File: config.mk
export PLATFORM = sky130hd
export DESIGN_NAME = uart_prog_loader
export DESIGN_NICKNAME = d
export VERILOG_FILES = /design/src/rtl/uart_prog_loader.sv
export SDC_FILE = /design/constraint.sdc
export NUM_CORES = 1
export LEC_CHECK = 0
export BUFFER_PORTS_ARGS = -buffer_cell sky130_fd_sc_hd__buf_2
export CAP_MARGIN = 20
export CORE_MARGIN = 1
export CORE_UTILIZATION = 30
export CTS_CLUSTER_DIAMETER = 120
export CTS_CLUSTER_SIZE = 10
export DETAILED_ROUTE_END_ITERATION = 8
export GPL_ROUTABILITY_DRIVEN = 0
export PLACE_DENSITY = 0.45
export SYNTH_ARGS = -nofsm -noshare
export SYNTH_HDL_FRONTEND = slang
export SYNTH_SLANG_ARGS = --single-unit
File: constraint.sdc
create_clock -name clk -period 4.16 [get_ports clk]
set_input_delay 0 -clock clk [delete_from_list [all_inputs] [get_ports clk]]
set_output_delay 0 -clock clk [all_outputs]
set_load 0.1 [all_outputs]
File: src/rtl/uart_prog_loader.sv
// UART program loader: packs a length-prefixed byte stream into
// little-endian 32-bit words and writes them to RAM while holding the CPU.
module uart_prog_loader #(
    parameter logic [31:0] BASE_ADDR = 32'h0000_0000,
    parameter int unsigned MAX_WORDS = 256
) (
    input  logic        clk,
    input  logic        reset,
    input  logic        start,
    input  logic [7:0]  rxdata,
    input  logic        rxready,
    input  logic        ram_busy,
    output logic        mem_enable,
    output logic        mem_wen,
    output logic [31:0] mem_addr,
    output logic [31:0] mem_data,
    output logic        cpu_hold,
    output logic        done,
    output logic        error,
    output logic [15:0] words_done
);

    typedef enum logic [2:0] {
        S_IDLE, S_HDR0, S_HDR1, S_DATA,
        S_WRITE, S_WAIT, S_DONE, S_ERR
    } state_t;

    state_t      state_q;
    logic [15:0] len_q;
    logic [15:0] idx_q;
    logic [23:0] pack_q;
    logic [1:0]  bcnt_q;
    logic [7:0]  hold_q;
    logic        hold_v_q;

    logic [15:0] len_d;
    logic [15:0] idx_d;
    logic [31:0] addr_d;
    logic        overrun;
    logic        last_word;

    always_comb begin
        len_d     = {rxdata, len_q[7:0]};
        idx_d     = idx_q + 16'd1;
        addr_d    = BASE_ADDR + {14'd0, idx_q, 2'b00};
        overrun   = rxready && hold_v_q;
        last_word = (idx_d == len_q);
    end

    always_ff @(posedge clk) begin
        if (reset) begin
            state_q    <= S_IDLE;
            len_q      <= '0;
            idx_q      <= '0;
            pack_q     <= '0;
            bcnt_q     <= '0;
            hold_q     <= '0;
            hold_v_q   <= 1'b0;
            mem_enable <= 1'b0;
            mem_wen    <= 1'b0;
            mem_addr   <= BASE_ADDR;
            mem_data   <= '0;
            cpu_hold   <= 1'b0;
            done       <= 1'b0;
            error      <= 1'b0;
            words_done <= '0;
        end else begin
            mem_wen <= 1'b0;
            unique case (state_q)
                S_IDLE, S_DONE, S_ERR: begin
                    // a byte strobed together with start is dropped
                    if (start) begin
                        state_q    <= S_HDR0;
                        mem_enable <= 1'b1;
                        cpu_hold   <= 1'b1;
                        done       <= 1'b0;
                        error      <= 1'b0;
                        idx_q      <= '0;
                        words_done <= '0;
                        bcnt_q     <= '0;
                        hold_v_q   <= 1'b0;
                    end
                end
                S_HDR0: begin
                    if (rxready) begin
                        len_q[7:0] <= rxdata;
                        state_q    <= S_HDR1;
                    end
                end
                S_HDR1: begin
                    if (rxready) begin
                        len_q[15:8] <= rxdata;
                        bcnt_q      <= '0;
                        if (len_d == 16'd0) begin
                            state_q    <= S_DONE;
                            done       <= 1'b1;
                            mem_enable <= 1'b0;
                            cpu_hold   <= 1'b0;
                        end else if (32'(len_d) > MAX_WORDS) begin
                            state_q    <= S_ERR;
                            error      <= 1'b1;
                            mem_enable <= 1'b0;
                        end else begin
                            state_q <= S_DATA;
                        end
                    end
                end
                S_DATA: begin
                    if (rxready) begin
                        if (bcnt_q == 2'd3) begin
                            mem_data <= {rxdata, pack_q};
                            mem_addr <= addr_d;
                            bcnt_q   <= '0;
                            state_q  <= S_WRITE;
                        end else begin
                            pack_q[{bcnt_q, 3'b000} +: 8] <= rxdata;
                            bcnt_q <= bcnt_q + 2'd1;
                        end
                    end
                end
                S_WRITE, S_WAIT: begin
                    if (overrun) begin
                        state_q    <= S_ERR;
                        error      <= 1'b1;
                        mem_enable <= 1'b0;
                    end else begin
                        if (rxready) begin
                            hold_q   <= rxdata;
                            hold_v_q <= 1'b1;
                        end
                        if (state_q == S_WRITE) begin
                            if (!ram_busy) begin
                                mem_wen <= 1'b1;
                                state_q <= S_WAIT;
                            end
                        end else if (!mem_wen && !ram_busy) begin
                            idx_q      <= idx_d;
                            words_done <= words_done + 16'd1;
                            hold_v_q   <= 1'b0;
                            if (last_word) begin
                                state_q    <= S_DONE;
                                done       <= 1'b1;
                                mem_enable <= 1'b0;
                                cpu_hold   <= 1'b0;
                            end else begin
                                state_q <= S_DATA;
                                // a pending byte becomes byte 0 of the next word
                                if (hold_v_q) begin
                                    pack_q[7:0] <= hold_q;
                                    bcnt_q      <= 2'd1;
                                end else if (rxready) begin
                                    pack_q[7:0] <= rxdata;
                                    bcnt_q      <= 2'd1;
                                end
                            end
                        end
                    end
                end
                default: state_q <= S_IDLE;
            endcase
        end
    end

endmodule

==> Yosys cells after proc, flatten, opt, wreduce, memory -nomap -nowiden <==
Cells that the tools add are included.
{ "totals": {"register_bits": 139, "latchBits": 0, "mem_bits_rw": 0, "mem_bits_ro": 0, "out_inout_bits": 85, "wordCells": 160, "n_memories": 0} }
{ "op_classes": {"add_sub_neg": 4, "multipliers": 0, "div_mod_pow": 0, "magnitude_cmp": 1, "n_eq_ne": 31, "shift": 2, "mux": 75, "n_bitwise": 4, "reduce_logical": 26} }
{ "ops": {"columns": ["cell", "n"], "rows": [
  ["16-bit 2-to-1 mux", 7],
  ["8-bit 2-to-1 mux", 8],
  ["16-bit one-hot mux with 2 select lines", 2],
  ["3-bit 2-to-1 mux", 12],
  ["16-bit by 1-bit adder with 16-bit output, second input constant", 2],
  ["2-bit != test, second input constant", 15],
  ["1-bit 2-to-1 mux", 27],
  ["24-bit bitwise mux", 1],
  ["8-bit by 7-bit variable shift with 24-bit output, first input constant", 1],
  ["8-bit by 7-bit indexed part select with 24-bit output", 1],
  ["2-bit 2-to-1 mux", 10],
  ["16-bit equality test", 1],
  ["16-bit by 9-bit > comparator with 1-bit output, second input constant", 1],
  ["16-bit zero test", 1],
  ["8-bit one-hot mux with 2 select lines", 1],
  ["8-bit AND reduction", 2],
  ["3-bit != test, second input constant", 5],
  ["3-bit one-hot mux with 5 select lines", 1],
  ["7-bit AND reduction", 2],
  ["3-bit equality test, second input constant", 4],
  ["1-bit one-hot mux with 3 select lines", 4],
  ["3-bit AND reduction", 4],
  ["9-bit AND reduction", 1],
  ["4-bit != test, second input constant", 2],
  ["other kinds (20)", 28]
]} }

==> Logic depth before layout (Yosys ltp) <==
Gate-level depths: netlist of the first run.
{ "logic_depth": {"depth_word": 7, "depth_mapped": 9, "mapped_depth_nobuf": 8} }

==> Worst setup path after synthesis of the first run <==
OpenSTA, ideal clock, no wires.
{ "synth_timing": {"path_kind": "register -> register", "startpoint": "register idx_q[0]", "endpoint": "register pack_q[0]", "setup_ps": 121, "arrival_time_ps": 2859, "required_time_ps": 4039, "path_slack_ps": 1180, "stages_incl_launch_ff": 9, "path_buffers": 0, "cell_sequence": "dfxtp_1 > ha_1 > nand3_4 > or3_1 > a2111o_1 > or4_4 > nor4_4 > o31ai_4 > mux2_4"} }
{ "synth_between": {"elab_chain_cells": 4} }
{ "synth_lines": {"columns": ["item", "line_no", "rtl"], "rows": [
  ["start: declaration", "30", "logic [15:0] idx_q;"],
  ["start signal: assignment", "137", "idx_q <= idx_d;"],
  ["16-bit by 1-bit adder with 16-bit output", "44", "idx_d = idx_q + 16'd1;"],
  ["16-bit equality test", "47", "last_word = (idx_d == len_q);"],
  ["2-bit != test (no line)", null, null],
  ["8-bit AND reduction (no line)", null, null],
  ["end signal: indexed assignment", "116", "pack_q[{bcnt_q, 3'b000} +: 8] <= rxdata;"],
  ["end signal: assignment", "149", "pack_q[7:0] <= hold_q;"],
  ["end signal: assignment", "152", "pack_q[7:0] <= rxdata;"],
  ["end: declaration", "31", "logic [23:0] pack_q;"]
]} }
No other way between the ends.
A chain may end at the register's enable or synchronous reset.

==> Final worst setup path of the first run <==
{ "layout_timing": {"startpoint": "register idx_q[0]", "endpoint": "register pack_q[1]"} }
Same word-level chain as after synthesis.

==> results of run 1 <==
-- placed cells by master (no fill, tap or decap), types with 5 or more instances in the layout --
| cell type | count |
|---|---|
| inv_1 | 10 |
| dlygate4sd3_1 | 9 |
| nand3_1 | 35 |
| clkbuf_16 | 17 |
| xnor2_1 | 20 |
| and2_1 | 6 |
| nor2_1 | 53 |
| nand2_1 | 176 |
| nor3b_1 | 6 |
| nor3_1 | 6 |
| a22oi_1 | 9 |
| buf_2 | 80 |
| or4_1 | 5 |
| a31oi_1 | 5 |
| nor4_1 | 8 |
| nand4_1 | 12 |
| buf_4 | 10 |
| nand3b_1 | 9 |
| xor2_1 | 9 |
| dfxtp_1 | 139 |
| or3_1 | 15 |
| nor2b_1 | 12 |
| and3_1 | 7 |
| o21ai_0 | 29 |
| nand2b_1 | 8 |
| mux2i_1 | 8 |
| mux2_4 | 8 |
| a21oi_1 | 117 |
| conb_1 | 16 |
| ha_1 | 6 |
-- power groups by stage --
| stage | clock (mW) | combinational (mW) | sequential, mW |
|---|---|---|---|
| 2_1_floorplan | 0 | 0.669 | 1.58 |
| 3_3_place_gp | 0 | 0.962 | 1.51 |
| 3_5_place_dp | 0 | 0.957 | 1.51 |
| 4_1_cts | 1.72 | 0.968 | 1.48 |
| 5_1_grt | 1.78 | 1.05 | 1.50 |
| 6_report | 1.68 | 0.966 | 1.48 |
-- routing by layer --
metal  GRT usage [%]  wire [um]  part of all wire, %  vias up
met5               0          0                    0        -
met4            5.91        202                  1.1        0
met3            4.00        830                  4.4       13
met2            25.3       8030                   43      130
met1            24.8       9720                   52     2764
li1                -          -                    -     2973
-- logic make-up (layout without fill, tap and decap cells) --
logic type / count (synthesis) / in the layout
xor gates and xnor gates: 29 / 29
adders and majority gates: 6 / 6
muxes: 17 / 17
AOI/OAI and AO/OA: 188 / 188
DFF: 139 / 139
other: 1 / 16
buffers and inverters: 87 / 142
and+or+nand+nor: 373 / 373
-- what timing repair did --
| item | CTS | global route |
|---|---|---|
| hold buffers | 9 | 0 |
| gates resized for setup | 0 | 0 |
| endpoints found under the hold margin | 47 | 0 |
| endpoints found under the setup margin | 0 | 0 |
-- per-stage QoR --
step                setup WS, ps  cells  utilization [%]
floorplan                   1180    855                -
global placement             875   1144             33.5
detailed placement           848   1144             33.5
CTS                          814   1185             37.0
global route                 675   1185             37.0
finish                       820   1185             37.0
-- registers in the layout, summed over array words and instances (netlist names) --
register / cells
hold_q: 8
error: 1
hold_v_q: 1
mem_addr: 16
idx_q: 16
cpu_hold: 1
done: 1
mem_wen: 1
mem_enable: 1
mem_data: 32
state_q: 3
bcnt_q: 2
words_done: 16
len_q: 16
pack_q: 24
-- critical path, cell delays in order (launching register included) --
cell	delay (ps)
dfxtp_1	470
ha_1	360
nand3_4	160
or3_1	400
a2111o_1	430
or4_4	540
nor4_4	330
o31ai_4	200
mux2_4	330
-- worst max path at each step --
stage / to / slack, ps / cells after the start / startpoint
floorplan: pack_q[0]$_SDFFE_PP0P_ / 1180 / 8 / idx_q[0]$_SDFFE_PP0P_
global placement: pack_q[4]$_SDFFE_PP0P_ / 870 / 8 / idx_q[0]$_SDFFE_PP0P_
detailed placement: pack_q[6]$_SDFFE_PP0P_ / 850 / 8 / idx_q[0]$_SDFFE_PP0P_
CTS: pack_q[1]$_SDFFE_PP0P_ / 810 / 8 / idx_q[0]$_SDFFE_PP0P_
global route: pack_q[1]$_SDFFE_PP0P_ / 670 / 8 / idx_q[0]$_SDFFE_PP0P_
finish: pack_q[1]$_SDFFE_PP0P_ / 820 / 8 / idx_q[0]$_SDFFE_PP0P_
-- area by class of cell --
cell class / count / area, um2
clock buffers: 18 / 439
clock inverters: 14 / 208
fillers: 2223 / 13400
inverters: 10 / 37.5
multi-input cells: 629 / 3480
flip-flops and latches: 139 / 2780
well taps: 275 / 344
repair buffers: 100 / 586
==> flow_summary.yaml, run 1 <==
global_route:
  grt_overflow: 0
  grt_pass1_vias: 5524
  grt_max_degree: 67
  grt_pass1_wl_um: 30200
  grt_use_total_pct: 17.4
  antenna_found_initial: 0
logic_synthesis:
  synthesis.instances: 840
  synth_xor_area_share_pct: 3.85
  synth-simple-area-share_pct: 27.1
  synth_compound_area_share_pct: 16.3
  yosys.area.top_type_share_pct: 42.1
  synth_edf_count: 0
  synth_seq_cells: 139
  synthArstFlopShare_pct: 0
  netlist_area_um2: 6600
  synthMuxAreaShare_pct: 3.20
  yosysWarningCount: 0
  synth_top_family_by_area: "simple AND/OR/NAND/NOR gates"
  ys_types: 63
  synth_ff_type: "dfxtp_1"
  synth_top_cell_by_area: "dfxtp_1"
  ys_seq_area_share_pct: 42.1
  synthTopCellsByCount: "176 x nand2_1, 139 x dfxtp_1, 117 x a21oi_1, 53 x nor2_1, 46 x clkbuf_1"
  ys_top_cells_by_area: "dfxtp_1 42%, nand2_1 10%, a21oi_1 8.9%"
  avgSynthCellArea_um2: 7.86
  yosysMostFrequentCell: "nand2_1"
  synthAdderAreaFrac_pct: 1.14
cts:
  clk_pin_slew_ps: 60
  cts_setup_buffers: 0
  numCtsBuffers: 17
  cts_root_buffer: "clkbuf_16"
  cts_tree: "done"
  clk_latency_ps: 440
  htreeDepth: 4
  clock_path_buffers: 2
  cts.sinks: 139
timing:
  timing.final.crit_share_pct: 80.3
  max_freq_ghz: 0.299
  period_needed_ps: 3340
  rsz0062_at_grt: "no"
  skew_ps: 14.3
  slew_violations: 0
  hold_ws_ps: 17.9
  setup_viol: 0
  tightest_slew_ps: 1040
  totalNegativeSetupSlack_ps: 0
  slew_headroom_pct: 29.7
  hold_violations: 0
layout:
  n_antenna_cell: 0
  nNetsFinal: 916
  area_delta_synth_final_pct: 19.3
  drive_gt1_share_pct: 15.8
  fin_area_um2: 7870
floorplan:
  io_pins: 98
  dieArea_um2: 22600
  core_um2: 21300
  start_util_pct: 31.0
  die_x_um: 150
  placementRows: 53
  die-height_um: 150
run_status:
  status: "complete, no violations"
power_and_ir_drop:
  p_total_mw: 4.13
  p_per_area_nw_per_um2: 524
  seqPwrFrac_pct: 35.9
  power.switching_mw: 1.40
  clock_power_share_pct: 40.6
  swShare_pct: 33.9
  ir_worst_vdd_uv: 327
  leakage_nw: 2.88
  p_comb_share_pct: 23.4
  power.internal_mw: 2.73
worst_setup_path:
  startpoint_type: "flop"
  cp-end-kind: "flop"
  path_max_fanout: 10
  crit_arrival_ps: 3660
  ff2ff_setup_slack_ps: 820
  timing.rr.end: "pack_q[1]$_SDFFE_PP0P_"
  rr_startpoint: "idx_q[0]$_SDFFE_PP0P_"
  worstRegToRegCells: 8
  required_ps: 4480
  criticalPathCategory: "reg2reg"
detailed_routing:
  vias: 5880
  routed_wl_um: 18800
  wire_per_inst_um: 15.9
  first_pass_iters: 5
  drt_iter0_drc: 323
  viasPerCell: 4.96
  drc_errors: 0
  ant_nets: 0
place:
  place_hpwl_um: 12300
  port_buffers: 81
  placed_cell_area_um2: 7140
min_path:
  worstHoldPathType: "in2reg"
  hp-start: "rxready"
  hold_end: "hold_v_q$_SDFFE_PP0P_"
  hold_depth: 3
job:
  drv_cap: 0
(Power assumes the default switching activity.)
==> inputs of run 2 (changes only) <==
--- a/config.mk
+++ b/config.mk
@@ -13,7 +13,7 @@
 export CTS_CLUSTER_SIZE = 10
 export DETAILED_ROUTE_END_ITERATION = 8
 export GPL_ROUTABILITY_DRIVEN = 0
-export PLACE_DENSITY = 0.45
+export PLACE_DENSITY = 0.47
 export SYNTH_ARGS = -nofsm -noshare
 export SYNTH_HDL_FRONTEND = slang
 export SYNTH_SLANG_ARGS = --single-unit
==> constraint.sdc (replaced) <==
create_clock -name clk -period 2.75 [get_ports clk]
set_input_delay 0 -clock clk [delete_from_list [all_inputs] [get_ports clk]]
set_output_delay 0 -clock clk [all_outputs]
set_load 0.1 [all_outputs]
==> run 2 against run 1 <==
  * Routed wire length fell by 0.15%
  * Sequential share of layout area is 1.8 points lower
  * Flip-flop and latch count unchanged
  * Clock power grew 41%
  * Setup slack lost 800 ps
  * Critical path type unchanged
  * Highest routed layer unchanged
==> flow_summary.yaml, run 2 (synthesis gave the netlist of run 1 again) <==
run_status:
  status: "complete, no violations"
global_route:
  antenna_found_initial: 0
  gr-usage-met3_pct: 4.58
  use_met2_pct: 25.1
  grt_use_met1_pct: 24.4
  grt_overflow: 0
  globalRoute.busiestLayer: "met2"
  grt_pass1_vias: 5547
  grt_use_total_pct: 17.1
  grt_pass1_wl_um: 29800
  grt_max_degree: 57
detailed_routing:
  vias: 6036
  first_pass_iters: 5
  viasPerCell: 4.85
  ant_nets: 0
  drc_errors: 0
  routed_wl_um: 18800
  wire_per_inst_um: 15.1
  drt_iter0_drc: 454
worst_setup_path:
  crit_slowest_cell: "or4_4"
  crit_chain: "ha_4 > nand3_4 > or3_1 > a2111o_1 > or4_4 > nor4_4 > o31ai_4 > buf_12 > mux2_4"
  startpoint_type: "flop"
  path_max_fanout: 8
  required_ps: 3060
  crit_arrival_ps: 3050
  cp-end-kind: "flop"
  ff2ff_setup_slack_ps: 20
  cpPeakStageDelay_ps: 510
  crit_buf_inv: 1
  critPathTopFamily: "simple AND/OR/NAND/NOR gates"
  rr_startpoint: "idx_q[1]$_SDFFE_PP0P_"
  critPathLaunch: "idx_q[1]$_SDFFE_PP0P_"
  criticalPathCategory: "reg2reg"
timing:
  slew_violations: 0
  totalNegativeSetupSlack_ps: 0
  timing.final.crit_share_pct: 99.4
  tightest_slew_ps: 985
  hold_ws_ps: 31.2
  slew_headroom_pct: 34.2
  skew_ps: 12.0
  fin_ws_ps: 15.9
  hold_violations: 0
  max_freq_ghz: 0.366
  rsz0062_at_grt: "yes"
  setup_viol: 0
  period_needed_ps: 2730
layout:
  n_antenna_cell: 0
  fill_cells: 2228
  largestRegisters: "mem_data (32), pack_q (24)"
  layoutNonFillerInstCount: 1244
  drive_gt1_share_pct: 21.5
  largest_reg_flops: 32
  nNetsFinal: 975
  layout_commonest_cell: "nand2_1"
  area_delta_synth_final_pct: 26.0
  top_register: "mem_data"
  final_cell_mix: "176 x nand2_1, 136 x dfxtp_1, 117 x a21oi_1"
  utilization_pct: 39.1
job:
  drv_cap: 0
cts:
  cts_root_buffer: "clkbuf_16"
  cts_tree: "done"
  clk_latency_ps: 430
  cts.sinks: 139
  numCtsBuffers: 17
  clock_path_buffers: 2
  clk_pin_slew_ps: 60
  htreeDepth: 4
place:
  placedCellCount: 1202
  preCtsSetupSlack_ps: -84.9
  port_buffers: 81
  place_hpwl_um: 13100
floorplan:
  die_x_um: 150
  placementRows: 53
  dieArea_um2: 22600
  core_um2: 21300
  io_pins: 98
  die-height_um: 150
  start_util_pct: 31.0
power_and_ir_drop:
  leakage_nw: 3.16
  p_per_area_nw_per_um2: 750
  ir_worst_vdd_uv: 425
min_path:
  worstHoldPathType: "in2reg"
  hp-start: "rxdata[6]"
run 2: final cells by class:
cell class | instances | area (um2) | area share (%)
flip-flops and latches | 139 | 2790 | 33.6
clock inverters | 12 | 161 | 1.94
clock buffers | 20 | 437 | 5.25
inverters | 10 | 37.5 | 0.451
multi-input cells | 629 | 3510 | 42.2
repair buffers | 159 | 1040 | 12.5
well taps | 275 | 344 | 4.14
run 2: path summary, 6_finish.rpt:
| path | to | cells after the start |
|---|---|---|
| hold / removal | hold_q[6]$_SDFFE_PP0P_ | 4 |
| setup reg to reg | pack_q[2]$_SDFFE_PP0P_ | 9 |
| hold reg to reg | mem_data[4]$_SDFFE_PP0P_ | 2 |
| setup / recovery | pack_q[2]$_SDFFE_PP0P_ | 9 |
run 2: worst min-delay path: cells and delay by family:
kind,cells,cell delay [ps]
and+or+nand+nor,1,60
buffers and inverters,2,290
AOI/OAI and AO/OA,1,50
run 2: per-layer routing:
metal | wire [um] | vias to the layer above
li1 | - | 3089
met4 | 155 | 0
met3 | 920 | 12
met1 | 9700 | 2799
met5 | 0 | -
met2 | 7990 | 136
run 2: power by group:
part / switching, mW / internal, mW
registers: 0.102 / 2.11
logic: 1.07 / 0.582
clock network: 0.930 / 1.44
run 2: repair_timing:
action                     in CTS  in global routing
pin swaps                       2                  1
hold endpoints to repair       41                  0
setup endpoints to repair       9                 16
gates resized for setup         0                  6
setup buffers                   0                  6
hold buffers                    8                  0
run 2: metrics by stage:
| step | cell area (um2) | power (mW) |
|---|---|---|
| 5_1_grt | 8320 | 6.55 |
| 2_1_floorplan | 6680 | 3.41 |
| 4_1_cts | 8280 | 6.29 |
| 6_report | 8320 | 6.23 |
| 3_5_place_dp | 7600 | 3.89 |
| 3_3_place_gp | 7600 | 3.90 |
==> inputs of run 3 (changes only) <==
--- a/config.mk
+++ b/config.mk
@@ -5,6 +5,7 @@
 export SDC_FILE = /design/constraint.sdc
 export NUM_CORES = 1
 export LEC_CHECK = 0
+export ABC_AREA = 1
 export BUFFER_PORTS_ARGS = -buffer_cell sky130_fd_sc_hd__buf_2
 export CAP_MARGIN = 20
 export CORE_MARGIN = 1
==> run 3 against run 2 <==
  * Die area rose by 1.1%
  * Clock skew fell by 1.3 ps
  * Routed wire length rose by 1.8%
  * Area after synthesis rose by 1.1%
  * Cell count rose by 4.4%
  * Sequential power rose by 16%
  * Non-clock buffer count fell by 53
  * Sequential share of layout area rose by 1.2 points
  * First-iteration DRC count fell by 33%
  * Core utilization fell by 2.4 points
  * Total power rose by 24%
  * Via count rose by 2.9%
  * Critical path type unchanged
  * Critical endpoint is now done$_SDFFE_PP0P_
==> flow_summary.yaml, run 3 <==
timing:
  totalNegativeSetupSlack_ps: 0
  rsz0062_at_grt: "no"
  tightest_slew_ps: 653
  max_freq_ghz: 0.416
  fin_ws_ps: 345
  skew_ps: 10.7
  period_needed_ps: 2400
  hold_violations: 0
  timing.final.crit_share_pct: 87.5
  slew_headroom_pct: 56.0
  setup_viol: 0
  slew_violations: 0
place:
  preCtsSetupSlack_ps: 193
  place_hpwl_um: 13800
  port_buffers: 81
logic_synthesis:
  netlist_area_um2: 6670
  synth_ff_type: "dfxtp_1"
  ys_seq_area_share_pct: 41.7
  avgSynthCellArea_um2: 7.25
  synth_edf_count: 0
  synth_seq_cells: 139
  synth_xor_area_share_pct: 0.731
  ys_types: 43
  synth-simple-area-share_pct: 23.4
  ys_top_cells_by_area: "dfxtp_1 42%, nand2_1 8.4%, a21oi_1 7.7%"
  synthTopCellsByCount: "149 x nand2_1, 139 x dfxtp_1, 118 x inv_1, 103 x a21oi_1, 98 x o21ai_0"
  synth_top_family_by_area: "simple AND/OR/NAND/NOR gates"
  synth_compound_area_share_pct: 21.6
  synthArstFlopShare_pct: 0
  synthAdderAreaFrac_pct: 1.13
  synth_top_cell_by_area: "dfxtp_1"
  synthesis.instances: 920
  synthMuxAreaShare_pct: 0
  yosys.area.top_type_share_pct: 41.7
  yosysWarningCount: 0
  yosysMostFrequentCell: "nand2_1"
detailed_routing:
  viasPerCell: 4.78
  drt_iter0_drc: 303
  vias: 6209
  routed_wl_um: 19100
  first_pass_iters: 4
  ant_nets: 0
  wire_per_inst_um: 14.7
  drc_errors: 0
floorplan:
  start_util_pct: 30.6
  dieArea_um2: 22800
  placementRows: 54
  core_um2: 21800
  io_pins: 98
  die_x_um: 151
  die-height_um: 151
global_route:
  grt_use_total_pct: 17.5
  grt_pass1_wl_um: 30300
  antenna_found_initial: 0
  grt_pass1_vias: 5802
  grt_overflow: 0
  grt_max_degree: 54
cts:
  cts_tree: "done"
  cts_setup_buffers: 0
  clock_path_buffers: 2
  htreeDepth: 4
  numCtsBuffers: 17
  clk_latency_ps: 430
  cts_root_buffer: "clkbuf_16"
  cts.sinks: 139
  clk_pin_slew_ps: 60
power_and_ir_drop:
  p_per_area_nw_per_um2: 962
  ir_worst_vdd_uv: 730
  leakage_nw: 3.48
worst_setup_path:
  worstRegToRegCells: 14
  required_ps: 3040
  cp-end-kind: "flop"
  criticalPathCategory: "reg2reg"
  crit_arrival_ps: 2690
  startpoint_type: "flop"
  path_max_fanout: 9
layout:
  nNetsFinal: 1025
  top_register: "mem_data"
  area_delta_synth_final_pct: 20.0
  largest_reg_flops: 32
  n_antenna_cell: 0
  largestRegisters: "mem_data (32), pack_q (24)"
  fill_cells: 2357
  final_cell_mix: "149 x nand2_1, 139 x dfxtp_1, 118 x inv_1"
  layout_commonest_cell: "nand2_1"
  drive_gt1_share_pct: 15.2
min_path:
  hold_depth: 2
  worstHoldPathType: "in2reg"
job:
  drv_cap: 0
run_status:
  status: "complete, no violations"
-- run 3: cells by family (layout without fill, tap and decap cells) --
group                    after synthesis  count (layout)
AND/OR/NAND/NOR                      334             334
AO/OA/AOI/OAI                        263             263
buffers and inverters                174             258
flip-flops                           139             139
adder cells (fa/ha/maj)                6               6
XOR/XNOR                               3               3
other                                  1              16
-- run 3: routing by layer --
layer  up-vias  track usage [%]  part of all wire [%]
met3        12             3.73                   4.3
met5         -                0                     0
met1      2819             23.0                    48
met2       128             28.5                    46
met4         0             5.25                  0.92
li1       3250                -                     -
-- run 3: critical path, cell delays in order, from the launching register on --
cell and delay (ps):
dfxtp_1 420, ha_1 230, nand2_1 130, nor2_4 210, nand3_1 150, nand2_1 90
nand2_1 40, nand2_1 70, nand3_1 80, nor2_1 230, nand3_1 230, nand2_1 180
nand2_1 90, nand2_1 70, a21oi_1 60
-- run 3: power breakdown --
group | switching [mW] | internal [mW] | total [mW]
clock network | 0.982 | 1.25 | 2.23
registers | 0.247 | 2.31 | 2.56
logic | 2.09 | 0.825 | 2.91
total | 3.32 | 4.39 | 7.70
-- run 3: final timing paths --
kind	startpoint	end	slack, ps
worst min register to register	hold_q[3]$_SDFFE_PP0P_	hold_q[3]$_SDFFE_PP0P_	450
worst max-delay path	idx_q[1]$_SDFFE_PP0P_	done$_SDFFE_PP0P_	350
worst max register to register	idx_q[1]$_SDFFE_PP0P_	done$_SDFFE_PP0P_	350
worst min-delay path	reset	state_q[2]$_SDFFE_PP0P_	50
-- run 3: cell type report --
cell class	instances	area, um2	area share (%)
multi-input combinational	622	3210	40.0
sequential	139	2780	34.8
timing repair buffer	106	646	8.07
clock buffer	20	467	5.83
inverter	120	450	5.63
tap	280	350	4.38
clock inverter	12	104	1.30
-- run 3: timing repair --
action	in CTS	in global routing
hold endpoints to repair	27	0
setup endpoints to repair	0	8
hold buffers	11	0
gates resized for setup	0	2
-- run 3: metrics by stage --
stage | util [%] | cells | instance area (um2) | power, mW | hold WS (ps)
after global placement | 33.5 | 1256 | 7310 | 5.47 | 209
after detailed placement | 33.5 | 1256 | 7310 | 5.46 | 212
final | 36.7 | 1299 | 8010 | 7.70 | 48.1
after CTS | 36.6 | 1299 | 7990 | 7.75 | 33.3
after global routing | 36.7 | 1299 | 8010 | 8.23 | 66.3
after floorplan | - | 935 | 6730 | 4.75 | 78.1
